<file path="src/rtl/global_ldst_req_sync.sv">
// Request-channel synchronizer for the global load-store unit: merges the per-cluster
// AR or AW requests into one system burst and bounds the number of bursts in flight.

module global_ldst_req_sync_lane #(
  parameter int unsigned IdWidth = 5
) (
  input  logic [7:0]         len_i,
  input  logic [7:0]         ref_len_i,
  input  logic [2:0]         size_i,
  input  logic [2:0]         ref_size_i,
  input  logic [IdWidth-1:0] id_i,
  input  logic [IdWidth-1:0] ref_id_i,
  output logic               mismatch_o
);
  assign mismatch_o = (len_i != ref_len_i) || (size_i != ref_size_i) || (id_i != ref_id_i);
endmodule

module global_ldst_req_sync #(
  parameter int unsigned NrClusters     = 4,
  parameter int unsigned AddrWidth      = 64,
  parameter int unsigned IdWidth        = 5,
  parameter int unsigned SysSize        = 5,
  parameter int unsigned MaxOutstanding = 4,
  parameter int unsigned SkewTimeout    = 64
) (
  input  logic                                   clk_i,
  input  logic                                   rst_ni,
  input  logic [NrClusters-1:0]                  cl_valid_i,
  output logic [NrClusters-1:0]                  cl_ready_o,
  input  logic [NrClusters-1:0][AddrWidth-1:0]   cl_addr_i,
  input  logic [NrClusters-1:0][7:0]             cl_len_i,
  input  logic [NrClusters-1:0][2:0]             cl_size_i,
  input  logic [NrClusters-1:0][IdWidth-1:0]     cl_id_i,
  output logic                                   sys_valid_o,
  input  logic                                   sys_ready_i,
  output logic [AddrWidth-1:0]                   sys_addr_o,
  output logic [7:0]                             sys_len_o,
  output logic [2:0]                             sys_size_o,
  output logic [IdWidth-1:0]                     sys_id_o,
  input  logic                                   done_i,
  output logic [$clog2(MaxOutstanding+1)-1:0]    outstanding_o,
  output logic                                   mismatch_err_o,
  output logic                                   skew_err_o,
  output logic                                   len_ovf_err_o
);
  localparam int unsigned OutW  = $clog2(MaxOutstanding + 1);
  localparam int unsigned SkewW = $clog2(SkewTimeout + 1);
  localparam int unsigned LogN  = $clog2(NrClusters);

  typedef enum logic {IDLE, ISSUE} state_e;

  state_e                 state_q, state_d;
  logic [AddrWidth-1:0]   sys_addr_q, sys_addr_d;
  logic [7:0]             sys_len_q, sys_len_d;
  logic [2:0]             sys_size_q, sys_size_d;
  logic [IdWidth-1:0]     sys_id_q, sys_id_d;
  logic [OutW-1:0]        out_q, out_d;
  logic [SkewW-1:0]       skew_cnt_q, skew_cnt_d;
  logic                   mis_err_q, mis_err_d;
  logic                   skew_err_q, skew_err_d;
  logic                   ovf_err_q, ovf_err_d;

  logic                   all_valid, partial, capture, dec;
  logic [NrClusters-1:0]  lane_mis;
  logic [19:0]            len_plus1, beats;
  logic [7:0]             len_scaled;
  logic                   unused_addr;

  // Only cluster 0's address is forwarded; the others merely have to be present.
  assign unused_addr = ^cl_addr_i[NrClusters-1:1];

  for (genvar g = 0; g < NrClusters; g++) begin : g_lane
    global_ldst_req_sync_lane #(.IdWidth(IdWidth)) u_lane (
      .len_i      (cl_len_i[g]),
      .ref_len_i  (cl_len_i[0]),
      .size_i     (cl_size_i[g]),
      .ref_size_i (cl_size_i[0]),
      .id_i       (cl_id_i[g]),
      .ref_id_i   (cl_id_i[0]),
      .mismatch_o (lane_mis[g])
    );
  end

  assign all_valid = &cl_valid_i;
  assign partial   = (state_q == IDLE) && (|cl_valid_i) && !all_valid;
  assign capture   = (state_q == IDLE) && all_valid && (out_q < OutW'(MaxOutstanding));
  assign dec       = done_i && (out_q != '0);

  // Total bytes of all clusters' bursts, re-expressed in system-width beats.
  assign len_plus1 = {12'd0, cl_len_i[0]} + 20'd1;
  assign beats     = ((len_plus1 << cl_size_i[0]) << LogN) >> SysSize;

  always_comb begin
    len_scaled = 8'(beats - 20'd1);
    if (beats == 20'd0)        len_scaled = 8'd0;
    else if (beats > 20'd256)  len_scaled = 8'd255;
  end

  always_comb begin
    state_d    = state_q;
    cl_ready_o = '0;
    case (state_q)
      IDLE: begin
        if (capture) begin
          cl_ready_o = '1;
          state_d    = ISSUE;
        end
      end
      ISSUE: begin
        if (sys_ready_i) state_d = IDLE;
      end
      default: state_d = IDLE;
    endcase
  end

  always_comb begin
    sys_addr_d = sys_addr_q;
    sys_len_d  = sys_len_q;
    sys_size_d = sys_size_q;
    sys_id_d   = sys_id_q;
    mis_err_d  = mis_err_q;
    ovf_err_d  = ovf_err_q;
    if (capture) begin
      sys_addr_d = cl_addr_i[0];
      sys_len_d  = len_scaled;
      sys_size_d = 3'(SysSize);
      sys_id_d   = cl_id_i[0];
      mis_err_d  = mis_err_q | (|lane_mis);
      ovf_err_d  = ovf_err_q | (beats > 20'd256);
    end
  end

  // A completion with nothing in flight is ignored rather than cancelling a capture.
  always_comb begin
    out_d = out_q;
    if (capture && !dec)      out_d = out_q + OutW'(1);
    else if (!capture && dec) out_d = out_q - OutW'(1);
  end

  always_comb begin
    skew_cnt_d = '0;
    skew_err_d = skew_err_q;
    if (partial) begin
      skew_cnt_d = skew_cnt_q;
      if (skew_cnt_q != SkewW'(SkewTimeout)) skew_cnt_d = skew_cnt_q + SkewW'(1);
      if (skew_cnt_d == SkewW'(SkewTimeout)) skew_err_d = 1'b1;
    end
  end

  always_ff @(posedge clk_i or negedge rst_ni) begin
    if (!rst_ni) begin
      state_q    <= IDLE;
      sys_addr_q <= '0;
      sys_len_q  <= '0;
      sys_size_q <= '0;
      sys_id_q   <= '0;
      out_q      <= '0;
      skew_cnt_q <= '0;
      mis_err_q  <= 1'b0;
      skew_err_q <= 1'b0;
      ovf_err_q  <= 1'b0;
    end else begin
      state_q    <= state_d;
      sys_addr_q <= sys_addr_d;
      sys_len_q  <= sys_len_d;
      sys_size_q <= sys_size_d;
      sys_id_q   <= sys_id_d;
      out_q      <= out_d;
      skew_cnt_q <= skew_cnt_d;
      mis_err_q  <= mis_err_d;
      skew_err_q <= skew_err_d;
      ovf_err_q  <= ovf_err_d;
    end
  end

  assign sys_valid_o    = (state_q == ISSUE);
  assign sys_addr_o     = sys_addr_q;
  assign sys_len_o      = sys_len_q;
  assign sys_size_o     = sys_size_q;
  assign sys_id_o       = sys_id_q;
  assign outstanding_o  = out_q;
  assign mismatch_err_o = mis_err_q;
  assign skew_err_o     = skew_err_q;
  assign len_ovf_err_o  = ovf_err_q;

endmodule

</file>
<file path="config.mk">
export PLATFORM = sky130hd
export DESIGN_NAME = global_ldst_req_sync
export DESIGN_NICKNAME = d
export VERILOG_FILES = /design/src/rtl/global_ldst_req_sync.sv
export SDC_FILE = /design/constraint.sdc
export NUM_CORES = 1
export LEC_CHECK = 0
export CORE_AREA = 2 2 162 164
export CTS_CLUSTER_DIAMETER = 50
export DETAILED_ROUTE_END_ITERATION = 16
export DIE_AREA = 0 0 164 166
export PLACE_DENSITY_LB_ADDON = 0.25
export SLEW_MARGIN = 20
export SYNTH_ARGS = -nofsm -noshare
export SYNTH_HDL_FRONTEND = slang
export SYNTH_SLANG_ARGS = --single-unit
</file>
<file path="constraint.sdc">
create_clock -name clk_i -period 2.8 [get_ports clk_i]
set_clock_uncertainty 0.1 [all_clocks]
set_input_delay 0.42 -clock clk_i [delete_from_list [all_inputs] [get_ports clk_i]]
set_output_delay 0.42 -clock clk_i [all_outputs]
set_load 0.02 [all_outputs]
</file>
==> flow_metrics.tcl, run 1 <==
set metrics [dict create \
    status "complete, no violations" \
    post_synth_instance_area_sq_mm 0.005167 \
    cts-buffers-inserted 9 \
    wl_um 19090 \
    r2r_end "sys_len_o[4]" \
    required_ns 2.94 \
    synthXorXnorAreaFrac 0.05593 \
    drive_above_1_share 0.1586 \
    maxSlewViolCount 0 \
    fillCellCount 2672 \
    post-route-drc-count 0 \
    min_to "skew_err_o" \
    syn_nets 956 \
    synth-simple-area-share 0.3090 \
    overflow 0 \
    yosys.cell_types.count 66 \
    worst_slack_ns 0.08188 \
    finalNetCount 1238 \
    routed-wl-met2_um 8232 \
    syn_inst 621 \
    chipHeight_um 166 \
    area_growth_pct 71.19 \
    cts_tree "built" \
    grt_use_total 0.1386 \
    grt_pass1_vias 5359 \
    power_mw 6.927 \
    grt_start_max_net_pins 67 \
    max-cap-violations 0 \
    synth_ff_type "dfrtp_1" \
    rows 59 \
    synthMuxAreaShare 0.01453 \
    boundaryPins 419 \
    synth_area_leaders "dfrtp_1 (45%), nand2_1 (17%), xnor2_1 (3.9%)" \
    core_sq_mm 0.02562 \
    post-route-period-util 0.9708 \
    holdPathStages 1 \
    hold_start "skew_err_o" \
    critical_path_class "in -> reg" \
    insertion_delay_ns 0.35 \
    r2r_start "outstanding_o[2]" \
    synthAdderAreaFrac 0.01840 \
    start_kind "primary input" \
    hold-worst-slack_ns 0.3722 \
    rsz0062_at_grt "false" \
    drt-met1-wl_um 8946 \
    antenna_found_initial 1 \
    avgSynthCellArea_sq_um 8.321 \
    cp-end-kind "register" \
    reg2reg_depth 6 \
    final_util 0.3453 \
    worst-path-max-fanout 6 \
    start_util 0.2017 \
    synth_compound_area_frac 0.1111 \
    root_buffer "clkbuf_16" \
    pre_cts_ws_ns -0.6605 \
    synth_top_family_by_area "simple AND/OR/NAND/NOR gates" \
    portBuffers 225 \
    htreeDepth 3 \
    power_density_mw_per_mm2 783.1 \
    drt-pass1-iter-count 6 \
    routabilityCongestion 0.7964 \
    wire_per_inst_um 15.34 \
    dieArea_sq_mm 0.02722 \
    synth.top_cell.area_share 0.4455 \
    synth_warnings 0 \
    worst_pin_slew_ns 0.7532 \
    vias_per_cell 4.331 \
    period_minus_slack_ns 2.718 \
    setup_viol 0 \
    path_clk_slew_ns 0.07 \
    synth_edf_count 0 \
    grt_pass1_wl_um 29410 \
    finalHoldViolCount 0 \
    seq_area_frac_synth 0.4455 \
    highest_layer "met4" \
    r2r_setup_slack_ns 0.48 \
    drt_iter0_markers 224 \
    via_count 5388 \
    ant_nets 0 \
    peakVddDrop_mv 0.5633 \
    hold_class "reg -> reg" \
    worst-endpoint-arrival_ns 2.86 \
    slew_headroom 0.4978 \
    cts_buffer_depth 2 \
    die_x_um 164 \
    synth-seq-cells 92 \
    async_flop_share 1.000 \
    synth_area_leader_cell "dfrtp_1" \
    power.leakage_nw 3.975 \
    place.detailed.hpwl_um 14670 \
    clock_sinks 92 \
    wl_met3_um 1760 \
    max_freq_ghz 0.3679 \
]
cell usage after synthesis (all sizes together) (4+ instances only):
library cell and number:
clkbuf 19, nor4 7, a21oi 10, inv 11, nand2 229, nor3 21
xor2 10, and3 20, ha 6, dfrtp 92, or4 4, nand2b 4
o21ai 12, nand3 12, a31o 4, a22oi 7, nor2 21, nor3b 4
xnor2 23, o22ai 9, buf 21, o211ai 7, nand4 11
report_power, final:
part / switching (mW) / internal [mW]
sequential: 0.392 / 1.93
combinational: 1.69 / 1.66
clock: 0.614 / 0.639
total: 2.69 / 4.23
placed cells by master, fill, tap and decap left out, drive strengths merged, types with 9 or more instances in the layout:
master | netlist | layout
a21oi | 10 | 10
and3 | 20 | 20
buf | 21 | 86
clkbuf | 19 | 10
clkdlybuf4s50 | 0 | 212
dfrtp | 92 | 92
inv | 11 | 15
nand2 | 229 | 229
nand3 | 12 | 12
nand4 | 11 | 11
nor2 | 21 | 21
nor3 | 21 | 21
o21ai | 12 | 12
o22ai | 9 | 9
xnor2 | 23 | 23
xor2 | 10 | 10
per-stage QoR:
stage	instance area, sq um	TNS [ns]	cells
CTS	8676	0	1236
detailed placement	8245	-6.517	1214
global route	8843	0	1243
finish	8846	0	1244
floorplan	5167	0	621
global placement	8245	-5.562	1214
layout make-up:
cell class | count | area (sq um) | area share
multi-input combinational | 478 | 2785 | 0.3149
antenna | 1 | 2.502 | 0.0002829
tap | 335 | 419.2 | 0.04738
sequential | 92 | 2302 | 0.2603
inverter | 11 | 41.29 | 0.004668
timing repair buffer | 311 | 2989 | 0.3379
clock inverter | 7 | 81.33 | 0.009194
clock buffer | 9 | 225.2 | 0.02546
state kept, by name, summed over array words and instances, names as in the netlist:
| signal | cells |
|---|---|
| sys_len_o | 8 |
| outstanding_o | 3 |
| skew_err_o | 1 |
| mismatch_err_o | 1 |
| sys_size_o | 1 |
| len_ovf_err_o | 1 |
| sys_addr_o | 64 |
| skew_cnt_q | 7 |
| sys_valid_o | 1 |
| sys_id_o | 5 |
logic make-up after synthesis:
group	Yosys count
other	1
adders and majority gates	7
AOI/OAI and AO/OA	76
buffers and inverters	51
xor gates and xnor gates	33
muxes	6
and+or+nand+nor	355
DFF	92
per-layer routing:
metal,global-route usage,up-vias
met4,0.02670,0
met1,0.1900,2518
li1,-,2673
met5,0,-
met3,0.05195,13
met2,0.2094,184
worst max path at each step:
stage	start	endpoint	slack [ns]	depth (start not counted)
floorplan	cl_len_i[0]	sys_len_o[1]	0.005	13
global placement	cl_len_i[2]	sys_len_o[5]	-0.62	10
detailed placement	cl_len_i[2]	sys_len_o[5]	-0.66	10
CTS	cl_len_i[3]	sys_len_o[0]	0.03	10
global route	cl_len_i[0]	sys_len_o[5]	0.007	12
finish	cl_len_i[6]	sys_len_o[5]	0.08	10
repair_timing:
item	CTS	global route
setup endpoints to repair	13	9
pin swaps	8	15
buffers inserted	5	7
hold buffers	1	0
hold endpoints to repair	35	0
resized for setup	31	29
worst max-delay path, stage by stage:
cell and delay, ns:
clkdlybuf4s50_1 0.55, nand2_2 0.08, or3_4 0.34, a32oi_4 0.27
a21oi_2 0.10, a221oi_2 0.33, buf_4 0.17, a41oi_4 0.18
nor4b_2 0.31, o21ai_1 0.09
Power figures use the tool's default switching activity.
==> run 2: changes to the inputs <==
--- a/config.mk
+++ b/config.mk
@@ -5,10 +5,12 @@
 export SDC_FILE = /design/constraint.sdc
 export NUM_CORES = 1
 export LEC_CHECK = 0
+export CAP_MARGIN = 20
 export CORE_AREA = 2 2 162 164
 export CTS_CLUSTER_DIAMETER = 50
 export DETAILED_ROUTE_END_ITERATION = 16
 export DIE_AREA = 0 0 164 166
+export GPL_ROUTABILITY_DRIVEN = 1
 export PLACE_DENSITY_LB_ADDON = 0.25
 export SLEW_MARGIN = 20
 export SYNTH_ARGS = -nofsm -noshare
==> results of run 2 <==
Final layout, timing and power as in run 1 (identical DEF).
==> run 3: changes to the inputs <==
--- a/config.mk
+++ b/config.mk
@@ -11,7 +11,7 @@
 export DETAILED_ROUTE_END_ITERATION = 16
 export DIE_AREA = 0 0 164 166
 export GPL_ROUTABILITY_DRIVEN = 1
-export PLACE_DENSITY_LB_ADDON = 0.25
+export PLACE_DENSITY_LB_ADDON = 0.15
 export SLEW_MARGIN = 20
 export SYNTH_ARGS = -nofsm -noshare
 export SYNTH_HDL_FRONTEND = slang
==> flow_metrics.tcl, run 3 (synthesis gave the netlist of run 1 again) <==
set metrics [dict create \
    chipHeight_um 166 \
    antennaDiodeCount 0 \
    grt_use_total 0.1467 \
    drive_above_1_share 0.1579 \
    largest_reg_flops 64 \
    area_growth_pct 70.73 \
    cts_buffer_depth 2 \
    drt-pass1-iter-count 4 \
    final_util 0.3444 \
    portBuffers 225 \
    die_x_um 164 \
    via_count 5360 \
    max_freq_ghz 0.3690 \
    start_util 0.2017 \
    worst-path-max-fanout 6 \
    post-route-drc-count 0 \
    boundaryPins 419 \
    dieArea_sq_mm 0.02722 \
    wire_per_inst_um 15.88 \
    routabilityCongestion 0.8418 \
    start_kind "primary input" \
    drt_iter0_markers 342 \
    grt_start_max_net_pins 71 \
    slew_headroom 0.5039 \
    peakVddDrop_mv 0.4261 \
    max-cap-violations 0 \
    ant_nets 0 \
    critical_path_class "in -> reg" \
    finalNetCount 1242 \
    min_to "sys_addr_o[6]" \
    cp-end-kind "register" \
    holdPathStages 2 \
    insertion_delay_ns 0.33 \
    place.detailed.hpwl_um 15100 \
    setup_viol 0 \
    cts-buffers-inserted 9 \
    reg2reg_depth 8 \
    root_buffer "clkbuf_16" \
    wl_um 19800 \
    hold_class "reg -> reg" \
    grt_pass1_vias 5336 \
    final_common_cell "nand2_1" \
    maxSlewViolCount 0 \
    antenna_found_initial 1 \
    r2r_setup_slack_ns 0.52 \
    period_minus_slack_ns 2.710 \
    grt_pass1_wl_um 30910 \
    htreeDepth 3 \
    hold_start "sys_addr_o[6]" \
    r2r_end "outstanding_o[2]" \
    rows 59 \
    required_ns 2.95 \
    power_density_mw_per_mm2 795.4 \
    vias_per_cell 4.298 \
    power.leakage_nw 3.964 \
    overflow 0 \
    status "complete, no violations" \
    finalHoldViolCount 0 \
    hold-worst-slack_ns 0.3727 \
    final_cell_mix "nand2_1 (227), clkdlybuf4s50_1 (212), dfrtp_1 (92), buf_4 (79), xnor2_1 (23)" \
    path_clk_slew_ns 0.07 \
    fillCellCount 2701 \
    r2r_start "outstanding_o[2]" \
    clock_sinks 92 \
    rsz0062_at_grt "false" \
    cts_tree "built" \
    post-route-period-util 0.9678 \
    worst-endpoint-arrival_ns 2.86 \
    worst_pin_slew_ns 0.7441 \
    core_sq_mm 0.02562 \
]
[run 3: cell count changes in the layout (fill, tap and decap cells not counted), sizes merged]
cell,previous run,this run
bufbuf,0,1
clkinv,3,2
dlygate4sd2,5,8
diode,1,0
buf,86,89
clkbuf,10,14
inv,15,13
clkdlybuf4s15,2,0
bufinv,0,1
dlymetal6s2s,4,1
[run 3: repair_timing]
action / CTS / global route
hold buffers: 1 / 0
resized for setup: 28 / 18
cloned: 1 / 0
pin swaps: 12 / 8
endpoints found under the hold margin: 33 / 0
setup endpoints to repair: 13 / 9
buffers inserted: 12 / 4
[run 3: per-layer routing]
metal | global-route usage | share of wire | vias to the layer above
met5 | 0 | 0.00035 | -
met1 | 0.1963 | 0.45 | 2464
li1 | - | - | 2676
met3 | 0.05420 | 0.089 | 16
met2 | 0.2254 | 0.44 | 202
met4 | 0.03242 | 0.017 | 2
[run 3: worst max-delay path: stages]
cell and delay [ns]:
clkdlybuf4s50_1 0.46, nor2b_1 0.18, a32o_1 0.27, a221o_1 0.36
mux4_2 0.53, a41oi_4 0.39, nor3b_1 0.09, a22oi_1 0.16
[run 3: area by class of cell]
| type | count | area [sq um] | share of cell area |
|---|---|---|---|
| timing repair buffer | 315 | 3012 | 0.3414 |
| inverter | 11 | 41.29 | 0.004680 |
| clock inverter | 5 | 67.56 | 0.007658 |
| sequential | 92 | 2302 | 0.2610 |
| multi-input combinational | 478 | 2728 | 0.3092 |
| clock buffer | 11 | 252.7 | 0.02865 |
| tap | 335 | 419.2 | 0.04751 |
[run 3: power breakdown]
group          total, mW  switching [mW]  internal (mW)
clock network       1.30           0.550          0.755
registers           2.31           0.381           1.93
logic               3.40            1.73           1.67
total               7.02            2.66           4.36
[run 3: how the worst max path moves through the flow]
stage	end	depth (start not counted)	slack, ns	from
finish	sys_len_o[7]	8	0.09	cl_len_i[7]
global route	sys_len_o[7]	8	0.01	cl_len_i[7]
CTS	sys_len_o[4]	12	0.007	cl_size_i[0]
detailed placement	sys_len_o[5]	14	-0.62	cl_len_i[0]
global placement	sys_len_o[5]	14	-0.56	cl_len_i[0]
floorplan	sys_len_o[1]	13	0.005	cl_len_i[0]
[run 3: stage by stage]
step	power [mW]	std cells	area [sq um]	worst slack [ns]	TNS [ns]
floorplan	3.853	621	5167	0.005026	0
global placement	5.721	1213	8250	-0.5562	-4.994
detailed placement	5.712	1213	8250	-0.6236	-5.370
CTS	7.106	1243	8761	0.007463	0
global route	7.491	1247	8822	0.01056	0
finish	7.018	1247	8822	0.09017	0
